==> config.mk <==
export PLATFORM = sky130hd
export DESIGN_NAME = osc_freq_monitor
export DESIGN_NICKNAME = d
export VERILOG_FILES = /design/src/rtl/osc_mon_pkg.sv /design/src/rtl/osc_mon_sync.sv /design/src/rtl/osc_freq_monitor.sv
export SDC_FILE = /design/constraint.sdc
export NUM_CORES = 1
export LEC_CHECK = 0
export BUFFER_PORTS_ARGS = -buffer_cell sky130_fd_sc_hd__buf_2
export CAP_MARGIN = 20
export CORE_MARGIN = 2
export CORE_UTILIZATION = 57
export DETAILED_ROUTE_END_ITERATION = 16
export PLACE_DENSITY = 0.8
export SYNTH_ARGS = -nofsm -noshare
export SYNTH_HDL_FRONTEND = slang
export SYNTH_SLANG_ARGS = --single-unit
==> constraint.sdc <==
create_clock -name clk -period 3.4 [get_ports clk]
set_input_delay 0.34 -clock clk [delete_from_list [all_inputs] [get_ports clk]]
set_output_delay 0.34 -clock clk [all_outputs]
set_load 0.01 [all_outputs]
==> src/rtl/osc_mon_pkg.sv <==
// Shared types and default constants for the oscillator frequency monitor.
package osc_mon_pkg;

    typedef enum logic [1:0] {
        StIdle,
        StArm,
        StMeasure
    } mon_state_e;

    localparam int unsigned DefGateCycles  = 50000;
    localparam int unsigned DefCntWidth    = 16;
    localparam int unsigned DefSyncStages  = 2;
    localparam int unsigned DefStuckCycles = 1024;

endpackage

==> src/rtl/osc_mon_sync.sv <==
// Multi-flop synchronizer for an asynchronous oscillator input followed by a rising-edge detector.
module osc_mon_sync
    import osc_mon_pkg::*;
#(
    parameter int unsigned SYNC_STAGES = DefSyncStages
) (
    input  logic clk,
    input  logic reset,
    input  logic osc_in,
    output logic rise
);

    logic [SYNC_STAGES-1:0] sync_q;
    logic                   prev_q;

    always_ff @(posedge clk) begin
        if (reset) begin
            sync_q <= '0;
            prev_q <= 1'b0;
        end else begin
            sync_q <= {sync_q[SYNC_STAGES-2:0], osc_in};
            prev_q <= sync_q[SYNC_STAGES-1];
        end
    end

    assign rise = sync_q[SYNC_STAGES-1] & ~prev_q;

endmodule

==> src/rtl/osc_freq_monitor.sv <==
// Counts oscillator rising edges over a fixed gate window and flags out-of-range counts.
// Optional no-edge timeout enabled by defining OSC_MON_STUCK_DETECT_EN.
module osc_freq_monitor
    import osc_mon_pkg::*;
#(
    parameter int unsigned GATE_CYCLES  = DefGateCycles,
    parameter int unsigned CNT_WIDTH    = DefCntWidth,
    parameter int unsigned SYNC_STAGES  = DefSyncStages,
    parameter int unsigned STUCK_CYCLES = DefStuckCycles
) (
    input  logic                 clk,
    input  logic                 reset,
    input  logic                 en,
    input  logic                 osc_in,
    input  logic [CNT_WIDTH-1:0] min_count,
    input  logic [CNT_WIDTH-1:0] max_count,
    input  logic                 fault_clr,
    output logic [CNT_WIDTH-1:0] count,
    output logic                 count_valid,
    output logic                 fault,
    output logic                 stuck
);

    localparam int unsigned GW = $clog2(GATE_CYCLES);
    localparam int unsigned AW = $clog2(SYNC_STAGES + 1);
    localparam logic [GW-1:0] GateLast = GW'(GATE_CYCLES - 1);
    localparam logic [AW-1:0] ArmLast  = AW'(SYNC_STAGES);

    mon_state_e           state_q, state_d;
    logic [AW-1:0]        arm_q, arm_d;
    logic [GW-1:0]        gate_q, gate_d;
    logic [CNT_WIDTH-1:0] edge_q, edge_d;
    logic [CNT_WIDTH-1:0] count_q, count_d;
    logic                 valid_q, valid_d;
    logic                 fault_q, fault_d;
    logic [CNT_WIDTH-1:0] edge_inc;
    logic                 close;
    logic                 rise;

    osc_mon_sync #(
        .SYNC_STAGES(SYNC_STAGES)
    ) u_sync (
        .clk    (clk),
        .reset  (reset),
        .osc_in (osc_in),
        .rise   (rise)
    );

    // Saturating increment; includes a pulse landing in the closing cycle.
    assign edge_inc = (rise && (edge_q != '1)) ? edge_q + 1'b1 : edge_q;

    always_comb begin
        state_d = state_q;
        arm_d   = arm_q;
        gate_d  = gate_q;
        edge_d  = edge_q;
        count_d = count_q;
        valid_d = 1'b0;
        close   = 1'b0;
        unique case (state_q)
            StIdle: begin
                if (en) begin
                    state_d = StArm;
                    arm_d   = '0;
                end
            end
            StArm: begin
                if (!en) begin
                    state_d = StIdle;
                end else if (arm_q == ArmLast) begin
                    state_d = StMeasure;
                    gate_d  = '0;
                    edge_d  = '0;
                end else begin
                    arm_d = arm_q + 1'b1;
                end
            end
            StMeasure: begin
                if (!en) begin
                    state_d = StIdle;
                end else if (gate_q == GateLast) begin
                    close   = 1'b1;
                    gate_d  = '0;
                    edge_d  = '0;
                    count_d = edge_inc;
                    valid_d = 1'b1;
                end else begin
                    gate_d = gate_q + 1'b1;
                    edge_d = edge_inc;
                end
            end
            default: state_d = StIdle;
        endcase

        fault_d = fault_q & ~fault_clr;
        if (close && ((edge_inc < min_count) || (edge_inc > max_count))) begin
            fault_d = 1'b1;
        end
    end

    always_ff @(posedge clk) begin
        if (reset) begin
            state_q <= StIdle;
            arm_q   <= '0;
            gate_q  <= '0;
            edge_q  <= '0;
            count_q <= '0;
            valid_q <= 1'b0;
            fault_q <= 1'b0;
        end else begin
            state_q <= state_d;
            arm_q   <= arm_d;
            gate_q  <= gate_d;
            edge_q  <= edge_d;
            count_q <= count_d;
            valid_q <= valid_d;
            fault_q <= fault_d;
        end
    end

    assign count       = count_q;
    assign count_valid = valid_q;
    assign fault       = fault_q;

`ifdef OSC_MON_STUCK_DETECT_EN
    localparam int unsigned SW = $clog2(STUCK_CYCLES + 1);
    localparam logic [SW-1:0] StuckLast = SW'(STUCK_CYCLES - 1);

    logic [SW-1:0] stuck_cnt_q, stuck_cnt_d;
    logic          stuck_q, stuck_d;
    logic          stuck_set;

    // Timeout restarts after firing so a persistent stall keeps re-asserting after a clear.
    always_comb begin
        stuck_cnt_d = '0;
        stuck_set   = 1'b0;
        if (state_q == StMeasure && en && !rise) begin
            if (stuck_cnt_q == StuckLast) begin
                stuck_set = 1'b1;
            end else begin
                stuck_cnt_d = stuck_cnt_q + 1'b1;
            end
        end
        stuck_d = stuck_set | (stuck_q & ~fault_clr);
    end

    always_ff @(posedge clk) begin
        if (reset) begin
            stuck_cnt_q <= '0;
            stuck_q     <= 1'b0;
        end else begin
            stuck_cnt_q <= stuck_cnt_d;
            stuck_q     <= stuck_d;
        end
    end

    assign stuck = stuck_q;
`else
    assign stuck = 1'b0;
`endif

endmodule

==> metrics <==
Req. time, crit path=~3.6 ns; Site Rows=29; DP HPWL=6550 um; Post-Place Setup Slack=0.0744 ns; Seq pwr share=between 40% and 50%; startpoint types=flop; Clock Power Share=48.9%; Clock transition at path regs=0.07 ns; Final Setup Violations=0; register area=0.00114 mm^2; CP top delay family=simple AND/OR/NAND/NOR gates; nets@finish=563; #FFs+latches synth=57; DR pass1 iterations=7; largest net degree at the start of global routing=36; vias in the first global route=3216; GRT Total Usage=25.3%; final hold slack=about 0.22 ns; worst-margin pin slew=about 0.62 ns; Antenna Nets Post-Route=0; Post-synth EDFFs=0; Crit Path Category=flop to flop; Adder-Cell Fraction of Synth Area=a little under an eighth; clk_lat worst skew=roughly 0.34 ns; area fraction in compound gates after synthesis=15.6%; CTS tree=done; Post-Route Skew=approximately 0.0069 ns; Synth Area in XOR/XNOR=~6.9%; first-pass GRT wire length=14500 um; Initial Utilization=58.3%; post-synth top area cell=dfxtp_1; synthesized net count=511; most frequent cells after synthesis=57 x dfxtp_1, 43 x nor2_1, 41 x inv_1, 34 x ha_1, 33 x nand2_1; Crit. End Element=flop; Die Span Y=around 84 um; Post-Route WL=roughly 9000 um; setup ws final=0.151 ns; Arr. time, crit path=3.46 ns; status=completed; main combinational cell family by area after synthesis=simple AND/OR/NAND/NOR gates; Buf+Inv Stages, Crit Path=1; Max Root-Sink Buffers=2; final global-route overflow total=0; post-synthesis sequential area ratio=31.2%; max-slew violations=0; die area=0.00708 mm^2; H-Tree Depth=3; port bufs=54; Sw Share=21.2%; syn avg cell area=~8.3 um^2; slowest CP cell=dfxtp_1; vias per std cell=5.89; fmax=just over 300 MHz; vias=3381; mux contribution to synthesized area=0.889%; Initial DRC Count=around 320; wire per inst=15.6 um; Comb pwr share=5.1%; LEAKAGE=between 1.5 and 2 nW; core area=0.00628 mm^2; die width=84.1 um; Sw Pwr=0.311 mW; Mapped Area=0.00366 mm^2; Synth cell types=66; CTS Hold Bufs=0; worst vdd ir=around 0.25 mV; max_cap viols=0; Root Driver=clkbuf_8; internal power=1.15 mW; Post-synth ARST share=0%; largest stage delay on the critical path=~0.48 ns; Synth Flop Type=dfxtp_1; Post-Syn Instances=440; Area Growth Syn to Fin=15.5%; Synth area leaders=dfxtp_1 31%, ha_1 12%, nor2_1 4.4%; crit share post-route=95.6%; worst hold path class=input pin to flop; gpl congestion=1.01; initial antenna violation count=0; share of layout cells above drive strength 1=20.1%; top-count cell post-synth=dfxtp_1; Pwr Density=346 mW/mm^2; total CTS buffers=9; YS warnings=0; IO Count=56; simple-gate share of the synthesized area=about a quarter; CTS Sinks=57; DRC viols=0; Slew headroom=58.4%; final hold violations=0; CP Cell Sequence=and4_1, nand2_1, nor4_4, nand3_1, xor2_1, inv_1, ha_1, nand4_1, nor4_2, a21boi_0, o32ai_1, o31ai_1; area occupied by multi-input gates=0.00230 mm^2; post-synth top area share=31.2%; ANT cells=0; Fillers=497; Final min period=3.25 ns; CP Max Fanout=6
[kinds of logic after synthesis]
kind of cell               count (synthesis)
and+or+nand+nor                          167
muxes                                      3
AOI/OAI and AO/OA                         91
DFF                                       57
adders and majority gates                 34
xor gates and xnor gates                  29
other                                      1
buffers and inverters                     58
[metrics by stage]
stage          util, %  power, mW  TNS, ns  std cells  instance area (um^2)
2_1_floorplan        -      0.732        0        440                  3660
3_3_place_gp      63.0      0.759        0        558                  3950
3_5_place_dp      63.0      0.761        0        558                  3950
4_1_cts           66.6       1.48        0        574                  4180
5_1_grt           67.4       1.52  -0.0299        574                  4230
6_report          67.4       1.46        0        574                  4230
[metal layers]
| layer | global-route usage (%) | wire length [um] | vias up |
|---|---|---|---|
| met5 | 0 | 0 | - |
| met1 | 31.6 | 3810 | 1552 |
| met2 | 43.1 | 4380 | 149 |
| li1 | - | - | 1654 |
| met4 | 10.7 | 190 | 0 |
| met3 | 4.42 | 569 | 26 |
[path summary, 6_finish.rpt]
check | depth (start not counted) | slack [ns] | from | endpoint
setup / recovery | 12 | 0.15 | edge_q[5]$_SDFFE_PP0P_ | fault$_SDFF_PP0_
hold reg to reg | 1 | 0.44 | u_sync.sync_q[0]$_SDFF_PP0_ | u_sync.sync_q[1]$_SDFF_PP0_
setup reg to reg | 12 | 0.15 | edge_q[5]$_SDFFE_PP0P_ | fault$_SDFF_PP0_
hold / removal | 2 | 0.22 | osc_in | u_sync.sync_q[0]$_SDFF_PP0_
[repair_timing]
action                     in CTS  in global routing
buffers inserted                0                  0
setup endpoints to repair       0                  1
resized for setup               0                  8
[layout make-up]
class	count	area share, %
Timing Repair Buffer	58	7.10
Inverter	41	3.64
Tap cell	77	2.28
Clock buffer	11	3.58
Clock inverter	5	1.83
Sequential cell	57	27.0
Multi-Input combinational cell	325	54.5
[worst reg2reg max path, cell delays in order, from the launching register on]
cell	delay, ns
dfxtp_1	0.48
and4_1	0.32
nand2_1	0.15
nor4_4	0.37
nand3_1	0.19
xor2_1	0.26
inv_1	0.12
ha_1	0.31
nand4_1	0.19
nor4_2	0.36
a21boi_0	0.14
o32ai_1	0.13
o31ai_1	0.10
[power by group through the flow]
stage	clock network [mW]	logic, mW	registers, mW
2_1_floorplan	0	0.0457	0.687
3_3_place_gp	0	0.0715	0.687
3_5_place_dp	0	0.0744	0.687
4_1_cts	0.729	0.0749	0.672
5_1_grt	0.759	0.0858	0.672
6_report	0.717	0.0754	0.672
[sequential cells by signal, summed over array words and instances, names as in the netlist]
register and flops:
u_sync.sync_q 2, fault 1, count_valid 1, gate_q 16
state_q 2, u_sync.prev_q 1, edge_q 16, count 16
arm_q 2
[cell usage in the layout, fill, tap and decap left out, types with 11 or more instances in the layout]
cell type / n
inv_1: 41
dfxtp_1: 55
nand4_1: 15
a211oi_1: 11
nand3_1: 11
a21oi_1: 32
xor2_1: 17
clkbuf_8: 11
ha_1: 33
buf_2: 54
nand2_1: 33
nor2_1: 43
o21ai_0: 19
No activity file was read; power rests on OpenSTA's default activity.
